## src/rtl/arb_pkg.sv

```systemverilog
// Shared arbiter definitions: FSM state encodings and counter sizing helper.
package arb_pkg;

  localparam logic [0:0] IDLE  = 1'b0;
  localparam logic [0:0] GRANT = 1'b1;

  // Hold counter width for a given hold limit.
  function automatic int hold_w(input int max);
    return $clog2(max) + 1;
  endfunction

endpackage

```

## src/rtl/hold_counter.sv

```systemverilog
// Saturating grant-hold counter. It clears on clr, otherwise counts inc
// cycles and sticks at MAX-1.
module hold_counter #(
  parameter  int MAX = 8,
  localparam int W   = $clog2(MAX) + 1
) (
  input  logic         clk,
  input  logic         rst_n,
  input  logic         clr,
  input  logic         inc,
  output logic [W-1:0] count
);

  localparam logic [W-1:0] TOP = W'(MAX - 1);

  // Clear has priority. Counting stops at TOP, so an uncontested owner
  // never wraps.
  always_ff @(posedge clk or negedge rst_n) begin
    if (!rst_n)                   count <= '0;
    else if (clr)                 count <= '0;
    else if (inc && count != TOP) count <= count + W'(1);
  end

endmodule

```

## src/rtl/rr_arbiter_2.sv

```systemverilog
// Two-requester round-robin arbiter with done/release handoff and
// a hold timeout that preempts only when the other requester is waiting.
module rr_arbiter_2 #(
  parameter int MAX_HOLD = 8
) (
  input  logic       clk,
  input  logic       rst_n,
  input  logic [1:0] req,
  input  logic       done,
  output logic       sel,
  output logic       gnt_valid
);
  import arb_pkg::*;

  localparam int           HW       = hold_w(MAX_HOLD);
  localparam logic [HW-1:0] HOLD_TOP = HW'(MAX_HOLD - 1);

  logic [0:0]    state, nxt_state;
  logic          nxt_sel;
  logic          last;
  logic          clr, inc;
  logic [HW-1:0] hold_cnt;
  logic          other, timeout, rel;

  hold_counter #(.MAX(MAX_HOLD)) u_hold (
    .clk   (clk),
    .rst_n (rst_n),
    .clr   (clr),
    .inc   (inc),
    .count (hold_cnt)
  );

  assign other   = req[~sel];
  assign timeout = (hold_cnt == HOLD_TOP) && other;
  // done and timeout together form one release, so sel toggles only once.
  assign rel     = done || !req[sel] || timeout;

  // Next-state / next-select logic. A release hands off directly when the
  // other side is waiting, so no bubble cycle is inserted.
  always_comb begin
    nxt_state = state;
    nxt_sel   = sel;
    clr       = 1'b0;
    inc       = 1'b0;
    case (state)
      IDLE: begin
        clr = 1'b1;
        if (req != 2'b00) begin
          nxt_state = GRANT;
          nxt_sel   = (req == 2'b11) ? ~last : req[1];
        end
      end
      GRANT: begin
        if (rel) begin
          clr = 1'b1;
          if (other) nxt_sel   = ~sel;
          else       nxt_state = IDLE;
        end else begin
          inc = 1'b1;
        end
      end
      default: nxt_state = IDLE;
    endcase
  end

  // State and output registers. Reset sets last=1 so requester 0 wins the
  // first tie.
  always_ff @(posedge clk or negedge rst_n) begin
    if (!rst_n) begin
      state     <= IDLE;
      sel       <= 1'b0;
      gnt_valid <= 1'b0;
      last      <= 1'b1;
    end else begin
      state     <= nxt_state;
      sel       <= nxt_sel;
      gnt_valid <= (nxt_state == GRANT);
      if (nxt_state == GRANT) last <= nxt_sel;
    end
  end

endmodule

```

## config.mk

```make
export PLATFORM = sky130hd
export DESIGN_NAME = rr_arbiter_2
export DESIGN_NICKNAME = d
export VERILOG_FILES = /design/src/rtl/arb_pkg.sv /design/src/rtl/hold_counter.sv /design/src/rtl/rr_arbiter_2.sv
export SDC_FILE = /design/constraint.sdc
export NUM_CORES = 1
export LEC_CHECK = 0
export ABC_CLOCK_PERIOD_IN_PS = 1090
export CAP_MARGIN = 10
export CORE_AREA = 2 2 39 41
export DETAILED_ROUTE_END_ITERATION = 12
export DIE_AREA = 0 0 41 43
export DONT_BUFFER_PORTS = 1
export PLACE_DENSITY = 0.5
export SLEW_MARGIN = 20
export SYNTH_ARGS = -nofsm -noshare
export SYNTH_HDL_FRONTEND = slang
export SYNTH_SLANG_ARGS = --single-unit
```

## constraint.sdc

```tcl
create_clock -name clk -period 1.09 [get_ports clk]
set_input_delay 0.109 -clock clk [delete_from_list [all_inputs] [get_ports clk]]
set_output_delay 0.109 -clock clk [all_outputs]
set_load 0.005 [all_outputs]
```

==> run_results.csv, run 1 <==
group,metric,value,unit
run_status,status,"complete, but fails checks",
run_status,violations,"negative setup slack",
global_route,overflow,0,
global_route,grt_pass1_vias,378,
placement,gp_congestion,0.738,
placement,pre_cts_ws,-34.5,ps
critical_path,rrSetupSlack,-70,ps
logic_synthesis,synth_seq_area_share,41.1,%
finish,antenna_cells,0,
critical_path,slowest_stage,"dfrtp_1",
critical_path,crit_end,"sel",
logic_synthesis,syn_inst,43,
pwr,leakage,0.252,nW
die,rows,14,
clocking,clk_path_buf_depth,2,
sta,rsz0062_at_grt,"true",
finish,final_nets,62,
die,initial_utilization,31.0,%
pwr,totalPowerFinal,0.675,mW
sta,relSlewSlack,77.0,%
critical_path,startpoint,"u_hold.count[1]",
sta,finalWorstSetupSlack,-65.6,ps
clocking,clk_latency,240,ps
finish,fillers,138,
logic_synthesis,synth_top_family_by_area,"simple AND/OR/NAND/NOR gates",
global_route,antenna_found_initial,0,
logic_synthesis,synth_compound_area_share,14.0,%
sta,fin_crit_sh,106,%
die,die_area,1760,µm²
die,top_level_ports,7,
die,die_x,41,µm
die,die_y,43,µm
finish,multi_input_area,258,µm²
finish,drive_gt1_share,34.5,%
logic_synthesis,synth_fa_ha_area_share,2.92,%
sta,setup_viol_count_final,2,
logic_synthesis,synth_top_cell_by_area,"dfrtp_1",
job,maxCapViolations,0,
logic_synthesis,synth-seq-cells,7,
clocking,cts_tree,"built",
pwr,power.density,1220,nW/µm²
die,core,1380,µm²
placement,dp_hpwl,716,µm
clocking,clk_pin_slew,50,ps
logic_synthesis,synth.cell_area,429,µm²
finish,syn_to_final_growth,28.9,%
critical_path,critPathKind,"flip-flop to flip-flop",
critical_path,crit_required,1210,ps
min_path,holdPathStages,2,
critical_path,path_max_fanout,3,
logic_synthesis,yosysTopAreaCellShare,35.0,%
sta,slew_viol_final,0,
critical_path,r2r_end,"sel",
critical_path,crit_arrival,1270,ps
critical_path,crit_path_start_kind,"flip-flop",
global_route,grt_pass1_wl,1.55,mm
min_path,hold_class,"input pin to flip-flop",
logic_synthesis,synthSimpleGateAreaFrac,32.1,%
critical_path,path_cells,"ha_2 -> nand3b_1 -> mux2i_1 -> a211oi_1",
critical_path,r2r_cells,4,
sta,fmax,865,MHz
routing,routed_wl,911,µm
critical_path,max_stage_delay,380,ps
finish,mostFrequentLayoutCells,"6 x buf_4, 6 x dfrtp_1, 5 x nand3_1, 5 x nor2_1, 3 x clkbuf_4",
logic_synthesis,synth_xor_area_share,0,%
pwr,ir_drop,0.000602,V
placement,post_dp_cell_area,497,µm²
global_route,grt_use_total,13.1,%
finish,fin_area,553,µm²
routing,wl_per_cell,12.8,µm
routing,drtIter0Drc,11,
finish,area.sequential,176,µm²
clocking,cts.sinks,7,
routing,vias_per_cell,5.35,
logic_synthesis,ys_warn_count,0,
clocking,cts-root-buf,"clkbuf_4",
clocking,cts.repair_timing.setup_buffer_count,0,
routing,vias,380,
sta,tightest_slew,343,ps
sta,hold_violations,0,
clocking,numCtsBuffers,3,
routing,drc_errors,0,
logic_synthesis,syn_nets,49,
logic_synthesis,synthTopCellsByArea,"dfrtp_1 35%, dfstp_2 6.1%, nand3_1 5.8%, a21oi_1 4.7%, mux2i_1 4.7%",
critical_path,r2r-start,"u_hold.count[1]",
placement,portBuffers,0,
logic_synthesis,ys_types,24,
critical_path,cp-end-kind,"flip-flop",
routing,firstDrtPassIters,4,
sta,period_minus_slack,1160,ps
routing,detail-route-antenna-nets,0,
logic_synthesis,syn_area_per_cell,9.98,µm²
clocking,htreeDepth,1,
logic_synthesis,synthMuxAreaShare,8.16,%
global_route,grt_max_degree,9,
sta,clock_skew,6.42,ps
sta,fin_hold_ws,18.6,ps
synthesized netlist by cell type, drive strengths merged:
cell,count
inv,2
and3,1
nand3b,2
nand2b,1
nand4bb,1
nor3,1
mux2i,2
and4bb,1
o311ai,1
nor2,5
o22ai,1
a21oi,4
dfrtp,6
a211oi,2
nand3,5
o21ai,1
dfstp,1
and3b,1
nand2,3
mux2,1
ha,1
per-layer routing:
metal	up-vias	track usage [%]	share of wire, %
met5	-	0	0
met4	0	6.00	1.2
met3	2	3.66	6.7
met2	13	18.4	47
met1	181	17.8	45
li1	184	-	-
logic make-up after synthesis:
kind of cell,Yosys count
AO/OA/AOI/OAI,9
adder cells (fa/ha/maj),1
buffers and inverters,2
flip-flops,7
multiplexers,3
AND/OR/NAND/NOR,21
per-stage QoR:
step | utilization [%] | setup TNS, ps | instances
final | 40.0 | -129 | 71
after global routing | 40.0 | -342 | 71
after CTS | 39.2 | -97.2 | 71
after detailed placement | 35.9 | -63.1 | 65
after global placement | 35.9 | -7.65 | 65
after floorplan | - | -25.0 | 43
flip-flops by register name, summed over array words and instances (netlist names):
register      flops
last              1
u_hold.count      4
state             1
sel               1
power breakdown:
group	internal [mW]	switching [mW]	total (mW)
Clock	0.139	0.0871	0.226
Combinational	0.0734	0.0656	0.139
Sequential	0.287	0.0226	0.310
repair_timing:
action                     in CTS  in global routing
hold endpoints to repair        8                  0
hold buffers                    2                  0
setup endpoints to repair       3                  6
gates resized for setup         0                  3
pin swaps                       1                  2
worst min-delay path by stage:
stage,startpoint,end,slack [ps]
2_1_floorplan,rst_n,sel,-190
3_3_place_gp,rst_n,sel,-190
4_1_cts,req[1],last,10
6_report,req[1],last,20
3_5_place_dp,rst_n,sel,-190
5_1_grt,req[1],last,6
worst max-delay path: cells and delay by family (launching register included):
kind            cells  cell delay (ps)
compound gates      1               70
fa+ha+maj           1              200
flops               1              380
mux                 1              250
simple gates        1              120
cell type report:
type	count	area share (%)
Inverter	2	1.36
Sequential cell	7	31.9
Timing Repair Buffer	8	11.8
Multi-Input combinational cell	34	46.6
Tap cell	16	3.62
Clock buffer	4	4.75
Note: power is estimated with default switching activity, not from simulation.
==> inputs of run 2 (changes only) <==
==> constraint.sdc (replaced) <==
create_clock -name clk -period 1.09 [get_ports clk]
set_input_delay 0.2725 -clock clk [delete_from_list [all_inputs] [get_ports clk]]
set_output_delay 0.2725 -clock clk [all_outputs]
set_load 0.005 [all_outputs]
==> run_results.csv, run 2 (same netlist as run 1, synthesis figures left out) <==
group,metric,value,unit
finish,top_register,"u_hold.count",
placement,portBuffers,0,
placement,dp_hpwl,716,µm
placement,post_dp_cell_area,497,µm²
pwr,p_clk_share,33.3,%
die,die_area,1760,µm²
routing,routed_wl,890,µm
routing,vias,374,
sta,fin_setup_tns,-117,ps
routing,wl_met2,431,µm
routing,wl_met3,57,µm
die,initial_utilization,31.0,%
clocking,cts-root-buf,"clkbuf_4",
clocking,numCtsBuffers,3,
routing,met1_length,390,µm
clocking,cts.sinks,7,
routing,drc_errors,0,
sta,tightest_slew,343,ps
sta,finalWorstSetupSlack,-59.3,ps
job,maxCapViolations,0,
finish,fin_area,552,µm²
die,rows,14,
pwr,comb_power_share,20.8,%
global_route,grt_use_total,13.1,%
global_route,grt_pass1_wl,1.53,mm
finish,antenna_cells,0,
die,core,1380,µm²
clocking,clk_pin_slew,50,ps
placement,gp_congestion,0.738,
pwr,p_sw_share,26.0,%
clocking,htreeDepth,1,
sta,clock_skew,6.25,ps
pwr,switchingPower,0.178,mW
sta,slew_viol_final,0,
routing,topRoutingLayerUsed,"met4",
global_route,overflow,0,
critical_path,crit_arrival,1260,ps
pwr,ir_drop,0.000662,V
sta,relSlewSlack,77.0,%
finish,largest_register_ff_count,4,
sta,hold_violations,0,
clocking,cts.repair_timing.setup_buffer_count,0,
clocking,cts_tree,"built",
pwr,power.density,1240,nW/µm²
sta,fin_crit_sh,105,%
routing,wl_per_cell,12.7,µm
global_route,grt_max_degree,9,
routing,firstDrtPassIters,4,
finish,final_nets,61,
sta,period_minus_slack,1150,ps
die,die_y,43,µm
global_route,antenna_found_initial,0,
clocking,clk_latency,240,ps
critical_path,crit_path_start_kind,"flip-flop",
die,top_level_ports,7,
critical_path,critPathKind,"flip-flop to flip-flop",
clocking,clk_path_buf_depth,2,
routing,detail-route-antenna-nets,0,
finish,syn_to_final_growth,28.6,%
finish,drive_gt1_share,37.0,%
die,die_x,41,µm
global_route,grt_pass1_vias,369,
min_path,worstHoldStart,"req[0]",
min_path,hold_class,"input pin to flip-flop",
sta,rsz0062_at_grt,"true",
routing,drtIter0Drc,6,
pwr,power_frac_seq,45.9,%
routing,vias_per_cell,5.34,
critical_path,crit_required,1200,ps
critical_path,startpoint,"u_hold.count[1]",
sta,setup_viol_count_final,4,
critical_path,path_max_fanout,3,
critical_path,cp-end-kind,"flip-flop",
pwr,p_int,0.505,mW
run_status,status,"complete, but fails checks",
finish,mostFrequentLayoutCells,"5 x nand3_1, 5 x nor2_1, 5 x dfrtp_1",
critical_path,r2r-start,"u_hold.count[1]",
sta,fmax,870,MHz
pwr,leakage,0.250,nW
run_status,violations,"negative setup slack",
-- run 2: changes by cell type in the layout (fill, tap and decap cells not counted) --
cell | previous run | this run
dlygate4sd3_1 | 2 | 1
dfrtp_2 | 0 | 1
buf_6 | 0 | 2
buf_4 | 6 | 4
dfrtp_1 | 6 | 5
-- run 2: layout make-up --
| class | instances | area [µm²] |
|---|---|---|
| clock buffers | 4 | 26.3 |
| repair buffers | 7 | 62.6 |
| fillers | 139 | 832 |
| inverters | 2 | 7.51 |
| multi-input cells | 34 | 258 |
| well taps | 16 | 20.0 |
| flip-flops and latches | 7 | 178 |
-- run 2: final timing paths --
path	depth (start not counted)	slack (ps)	to
worst max-delay path	4	-60	sel
worst min-delay path	1	130	sel
worst max register to register	4	-60	sel
worst min register to register	2	540	last
max in group asynchronous	1	420	last
min in group asynchronous	1	370	u_hold.count[0]
-- run 2: metal layers --
layer / GRT usage (%) / up-vias
met3: 3.66 / 2
met1: 18.5 / 179
met5: 0 / -
met2: 17.8 / 12
met4: 6.00 / 0
li1: - / 181
-- run 2: power groups by stage --
| stage | combinational [mW] | clock (mW) | sequential (mW) |
|---|---|---|---|
| after CTS | 0.130 | 0.233 | 0.310 |
| final | 0.142 | 0.227 | 0.313 |
| after detailed placement | 0.121 | 0 | 0.314 |
| after floorplan | 0.0754 | 0 | 0.316 |
| after global placement | 0.117 | 0 | 0.311 |
| after global routing | 0.156 | 0.262 | 0.319 |
-- run 2: critical path, cell delays in order (launching register included) --
cell,delay (ps)
dfrtp_1,380
ha_2,200
nand3b_1,120
mux2i_1,240
a211oi_1,70
-- run 2: stage by stage --
step	total power [mW]	setup WS, ps	utilization, %	cells	hold WS [ps]
after global placement	0.429	-7.65	35.9	65	-22.9
after CTS	0.672	-51.5	38.5	70	122
after floorplan	0.392	-17.9	-	43	-23.1
after detailed placement	0.435	-34.5	35.9	65	-22.8
after global routing	0.736	-107	39.9	70	113
final	0.682	-59.3	39.9	70	127
-- run 2: timing repair --
action | in CTS | in global routing
pin swaps | 1 | 3
endpoints found under the hold margin | 7 | 0
setup endpoints to repair | 5 | 8
gates resized for setup | 0 | 6
hold buffers | 1 | 0
==> inputs of run 3 (changes only) <==
CAP_MARGIN = 20   (was 10)
CTS_CLUSTER_DIAMETER = 150   (was not set)
==> results of run 3 <==
The final DEF is identical to that of run 2; final timing and power are the same.
